`src/rtl/mem_dump_reader.sv`:
```
// Debug memory dump reader: walks an address range through the wrapper's debug
// read port and streams each word out over a valid/ready handshake.
// Optional checksum trailer word is enabled with `define DUMP_CHECKSUM_EN.
module mem_dump_reader #(
  parameter int ADDR_W = 10,
  parameter int DATA_W = 16,
  parameter int RD_LAT = 1
) (
  input  logic              clk,
  input  logic              rst,
  input  logic              start,
  input  logic [ADDR_W-1:0] base_addr,
  input  logic [ADDR_W:0]   count,
  output logic              select,
  output logic [ADDR_W-1:0] inp,
  input  logic [DATA_W-1:0] out,
  output logic [DATA_W-1:0] dout,
  output logic              dout_valid,
  input  logic              dout_ready,
  output logic              busy,
  output logic              done
);

`ifdef DUMP_CHECKSUM_EN
  typedef enum logic [2:0] {IDLE, WAIT, VALID, FINISH, CSUM} state_t;
`else
  typedef enum logic [1:0] {IDLE, WAIT, VALID, FINISH} state_t;
`endif

  state_t            state, nxt;
  logic [ADDR_W-1:0] addr;
  logic [ADDR_W:0]   remaining;
  logic [2:0]        lat;
  logic [DATA_W-1:0] dout_r;
  logic              lat_last, hs, last_word;
`ifdef DUMP_CHECKSUM_EN
  logic [DATA_W-1:0] sum;
`endif

  assign lat_last  = (lat == 3'(RD_LAT - 1));
  assign hs        = dout_valid && dout_ready;
  assign last_word = (remaining <= (ADDR_W+1)'(1));

  always_ff @(posedge clk or posedge rst) begin
    if (rst) state <= IDLE;
    else     state <= nxt;
  end

  always_comb begin
    nxt = state;
    case (state)
      IDLE: if (start) begin
        if (count != '0) nxt = WAIT;
`ifdef DUMP_CHECKSUM_EN
        else             nxt = CSUM;
`else
        else             nxt = FINISH;
`endif
      end
      WAIT:   if (lat_last) nxt = VALID;
      VALID:  if (hs) begin
        if (!last_word) nxt = WAIT;
`ifdef DUMP_CHECKSUM_EN
        else            nxt = CSUM;
`else
        else            nxt = FINISH;
`endif
      end
`ifdef DUMP_CHECKSUM_EN
      CSUM:   if (hs) nxt = FINISH;
`endif
      FINISH: nxt = IDLE;
      default: nxt = IDLE;
    endcase
  end

  // Address is only exposed while the wrapper is switched to the memory view.
  assign select     = (state == WAIT) || (state == VALID);
  assign inp        = select ? addr : '0;
  assign dout       = dout_r;
  assign busy       = (state != IDLE);
  assign done       = (state == FINISH);
`ifdef DUMP_CHECKSUM_EN
  assign dout_valid = (state == VALID) || (state == CSUM);
`else
  assign dout_valid = (state == VALID);
`endif

  always_ff @(posedge clk or posedge rst) begin
    if (rst) begin
      addr      <= '0;
      remaining <= '0;
      lat       <= '0;
      dout_r    <= '0;
`ifdef DUMP_CHECKSUM_EN
      sum       <= '0;
`endif
    end else begin
      case (state)
        IDLE: if (start) begin
          addr      <= base_addr;
          remaining <= count;
          lat       <= '0;
`ifdef DUMP_CHECKSUM_EN
          sum       <= '0;
          if (count == '0) dout_r <= '0;
`endif
        end
        WAIT: begin
          if (lat_last) begin
            dout_r <= out;
            lat    <= '0;
          end else begin
            lat    <= lat + 3'd1;
          end
        end
        VALID: if (dout_ready) begin
          addr      <= addr + 1'b1;
          remaining <= remaining - 1'b1;
`ifdef DUMP_CHECKSUM_EN
          sum       <= sum + dout_r;
          // The trailer word is loaded directly so CSUM reuses the dout register.
          if (last_word) dout_r <= sum + dout_r;
`endif
        end
        default: ;
      endcase
    end
  end

endmodule

```
`config.mk`:
```
export PLATFORM = sky130hd
export DESIGN_NAME = mem_dump_reader
export DESIGN_NICKNAME = d
export VERILOG_FILES = /design/src/rtl/mem_dump_reader.sv
export SDC_FILE = /design/constraint.sdc
export NUM_CORES = 1
export LEC_CHECK = 0
export ABC_AREA = 1
export BUFFER_PORTS_ARGS = -buffer_cell sky130_fd_sc_hd__buf_2
export CAP_MARGIN = 15
export CORE_MARGIN = 3
export CORE_UTILIZATION = 56
export CTS_BUF_LIST = sky130_fd_sc_hd__clkbuf_8 sky130_fd_sc_hd__clkbuf_16
export CTS_CLUSTER_SIZE = 12
export DETAILED_ROUTE_END_ITERATION = 10
export GPL_TIMING_DRIVEN = 0
export PLACE_DENSITY = 0.9
export SLEW_MARGIN = 0
export SYNTH_ARGS = -nofsm -noshare
export SYNTH_HDL_FRONTEND = slang
export SYNTH_SLANG_ARGS = --single-unit
```
`constraint.sdc`:
```
create_clock -name clk -period 2.4 [get_ports clk]
set_clock_uncertainty 0.05 [all_clocks]
set_input_delay 0.72 -clock clk [delete_from_list [all_inputs] [get_ports clk]]
set_output_delay 0.72 -clock clk [all_outputs]
set_load 0.005 [all_outputs]
```
After elaboration in Yosys (flattened, before gate mapping) --
Index checks and enable logic that the tools add are counted.
Cells by class: add/sub/neg operators 3, multiply operators 0, divide/modulo/power cells 0, magnitude comparators 1, equal/unequal tests 7, shift operators 0, muxes and demuxes 16, bitwise logic cells 0, reduce and logical (&&, ||, !) cells 12
Operators by type and width (number):
- 10-bit 2-to-1 mux | 3
- 11-bit 2-to-1 mux | 2
- 11-bit case mux with 2 select lines | 1
- 10-bit case mux with 2 select lines | 1
- 11-bit by 1-bit less-or-equal comparator with 1-bit output, second input constant | 1
- 11-bit nonzero test | 1
- 11-bit by 1-bit subtractor with 11-bit output, second input constant | 1
- 10-bit by 1-bit adder with 10-bit output, second input constant | 1
- 2-bit 2-to-1 mux | 5
- 2-bit case mux with 4 select lines | 1
- 3-bit 2-to-1 mux | 2
- 3-bit case mux with 2 select lines | 1
- 3-bit AND reduction | 2
- 2-bit nonzero test | 3
- 2-bit equality test, second input constant | 2
- 2-bit by 1-bit inequality test with 1-bit output, second input constant | 2
- 2-bit inequality test, second input constant | 2
- 2-bit AND reduction | 2
- 3-bit by 1-bit adder with 3-bit output, second input constant | 1
- 3-bit logical NOT | 1
- 2-bit by 1-bit equality test with 1-bit output, second input constant | 1
- 2-bit logical NOT | 1
- 1-bit logical AND | 1
- 1-bit logical OR | 1
Word-level totals: flip-flop bits (word level) 42, bits in latches 0, bits in writable memories 0, bits in read-only memories 0, memories kept 0

Depth between registers and ports, before layout --
depth after elaboration 4, mapped depth 11, mapped depth without buffers 11

Worst setup path before layout --
No wires, ideal clock.
path kind register to output, start point register state[1], end point output port inp[3], data arrival time 1.135 ns, required time 1.630 ns, slack 0.495 ns, stages on the path, launching flop included 6, buffers on the path 1, cells stage by stage dfrtp_1 > inv_1 > ha_1 > clkbuf_1 > nand2_1 > inv_1
Between the ends: longest elaborated chain between the ends 3
RTL lines:
- start: declaration | line 30 | state_t state, nxt;
- start signal: assignment | line 46 | else state <= nxt;
- 2-bit by 1-bit equality test with 1-bit output / 2-bit equality test (equally long branches) | line 78 | assign select = (state == WAIT) || (state == VALID);
- 1-bit logical OR (*) | line 78
- net select | line 14 | output logic select,
- 10-bit 2-to-1 mux (*) | line 79 | assign inp = select ? addr : '0;
- end: declaration | line 15 | output logic [ADDR_W-1:0] inp,
Mark *: on every way through the listed nets, which the timed path passes. The rest lies on a longest branch.

Final worst setup path --
start point register state[1], end point output port inp[1]
Between the ends: longest elaborated chain between the ends 3
RTL lines (line):
- 2-bit by 1-bit equality test with 1-bit output / 2-bit equality test (equally long branches) | 78
- 1-bit logical OR (*) | 78
- 10-bit 2-to-1 mux (*) | 79
Mark *: on every way between the ends. The rest lies on a longest branch, timed or not.

==> flow_summary.ini <==
[cells_and_area]
syn_to_final_growth_pct = 20.0
n_fill_cell = 334
drive_gt1_share_pct = 31.3
antenna_cells = 0
instances_no_fill = 436
fin_nets = 436
seq_area_mm2 = 0.00105
multi_input_area_mm2 = 0.00120
layout_commonest_cell = buf_2
final_cell_mix = buf_2, nand2_1, inv_1

[sta]
period_minus_slack_ns = 2.30
grt_setup_unrepaired = no
fin_crit_sh_pct = 95.7
relSlewSlack_pct = 41.0
fin_tns_setup_ns = 0
max_freq_mhz = 435
setup_viol = 0
worst_slew_pin_slew_ns = 0.884
hold_viol_final = 0
slew_viol_final = 0

[synth]
netlist_area_mm2 = 0.00251
synth_top_family_by_area = simple AND/OR/NAND/NOR gates
yosysSeqAreaShare_pct = 41.8
synth_compound_area_share_pct = 14.0
synth-xor-area-share_pct = 1.39
synthSimpleGateAreaFrac_pct = 20.2
synth_seq_cells = 42
synth_cell_types = 35
synthAdderAreaFrac_pct = 4.98
synth.mux.area_fraction_pct = 7.17
syn_nets = 360
syn_area_per_cell_um2 = 8.13
synthCells = 309
yosysWarnings = 0

[power]
finalPower_mw = 4.11
p_leak_nw = 1.63
peakVddDrop_uv = 969
power.density_mw_per_mm2 = 1360

[die]
die_h_um = 73.0
die_area_mm2 = 0.00533
core_mm2 = 0.00417
num_rows = 23
initial_core_util_pct = 60.2
die_x_um = 73.0
io_pins = 71

[critical_path]
path_class = reg -> out
endpoint_kind = output port
critPathLaunchType = flip-flop
cp.arrival_ns = 1.53
required_ns = 1.63
crit_slowest_cell = ha_2
cp_slowest_stage_delay_ns = 0.47
cpMostUsedCell = inv_1
path_max_fanout = 11
worstPathCellList = inv_1 > ha_2 > nand2_1 > inv_1 > buf_2

[clock_tree]
numClockSinks = 42
cts.clk_slew.worst_paths_ns = 0.08
numCtsBuffers = 5
post_cts_buffers = 0
insertion_delay_ns = 0.30
cts_tree = yes
cts_max_level = 2
clockBufferDepth = 2
root_buffer = clkbuf_8

[global_route]
grt_pass1_vias = 2307
grt_max_degree = 43
grt_pass1_wl_mm = 9.68
grt_overflow = 0
antenna_found_initial = 0
track_usage_pct = 23.0

[placed_design]
finalWeightedCongestion = 0.847
hpwlAfterDp_mm = 4.28
io_buffers = 70
dpl.cell_count = 429

[detailed_routing]
vias_per_cell = 5.38
wl_mm = 5.76
ant_nets = 0
dr.pass1.iters = 4
drtIter0Drc = 123
drc_errors = 0
drt-wirelength-per-cell_um = 13.2
num_vias = 2344

[status]
status = finished, final reports clean

[hold_path]
hp-class = reg -> reg

[flow_run]
max_cap_violations = 0
-- area by class of cell --
type                       count  area share (%)
multi-input combinational    208            39.9
sequential                    42            34.9
timing repair buffer          70            11.6
inverter                      49            6.27
buffer                         9            2.32
clock buffer                   5            2.28
tap                           50            2.07
clock inverter                 3           0.705
-- registers in the layout (all words and copies together) (netlist names) --
| name | cells |
|---|---|
| addr | 10 |
| state | 2 |
| remaining | 11 |
| dout | 16 |
| lat | 3 |
-- final timing paths --
| path | startpoint | endpoint | slack, ns | depth (start not counted) |
|---|---|---|---|---|
| max | state[1] | inp[1] | 0.10 | 5 |
| min | remaining[10] | remaining[10] | 0.43 | 2 |
| max reg2reg | state[0] | remaining[10] | 0.45 | 7 |
| min reg2reg | remaining[10] | remaining[10] | 0.43 | 2 |
| max in group asynchronous | rst | lat[1] | 1.19 | 2 |
| min in group asynchronous | rst | dout[11] | 0.54 | 2 |
-- stage by stage --
step | worst slack [ns] | utilization (%) | area (um2) | hold WS (ns)
2_1_floorplan | 0.495 | - | 2510 | 0.393
3_5_place_dp | 0.178 | 70.1 | 2930 | 0.419
4_1_cts | 0.00579 | 72.2 | 3010 | 0.439
5_1_grt | 0.0109 | 72.3 | 3020 | 0.472
6_report | 0.103 | 72.3 | 3020 | 0.433
3_3_place_gp | 0.123 | 70.1 | 2930 | 0.408
-- synth_stat cells, drive strengths merged --
cell,n,area (um2)
a22oi,1,12.5
dfrtp,42,1050
nor4,1,6.26
nand2,73,279
or2,1,6.26
a21oi,14,73.8
buf,7,62.6
inv,49,189
o21bai,1,7.51
nand3,13,80.1
a31oi,1,6.26
xor2,4,35.0
o21ai,31,181
nor3,2,10.0
nand4,3,18.8
ha,10,125
clkbuf,3,11.3
o31ai,2,15.0
nor2,28,108
o21a,3,22.5
mux2,16,180
o211ai,2,20.0
o22ai,2,12.5
-- logic make-up after synthesis --
kind of cell / Yosys count
AND/OR/NAND/NOR: 121
buffers and inverters: 59
AO/OA/AOI/OAI: 57
flip-flops: 42
multiplexers: 16
adder cells (fa/ha/maj): 10
XOR/XNOR: 4
-- layer usage --
layer | share of wire (%) | vias up | global-route usage, % | wire (um)
li1 | - | 1139 | - | -
met1 | 43 | 1106 | 27.7 | 2480
met2 | 49 | 89 | 40.6 | 2810
met3 | 6.8 | 10 | 4.41 | 394
met4 | 1.3 | 0 | 8.20 | 75
met5 | 0 | - | 0 | 0
-- worst max-delay path, delay by kind of cell (launching register included) --
family	cells	cell delay [ns]
fa+ha+maj	1	0.47
flops	1	0.40
buf+inv	3	0.26
simple gates	1	0.09
-- timing repair --
action	in CTS	in global routing
hold buffers	0	0
pin swaps	0	0
setup endpoints to repair	10	10
gates resized for setup	0	1
-- where the power goes --
part	leakage (nW)	switching (mW)	total (mW)	internal, mW
Clock	0.0441	0.262	0.467	0.205
Combinational	1.09	1.32	2.34	1.01
Sequential	0.500	0.253	1.31	1.06
Total	1.63	1.84	4.11	2.27
(Power assumes the default switching activity.)
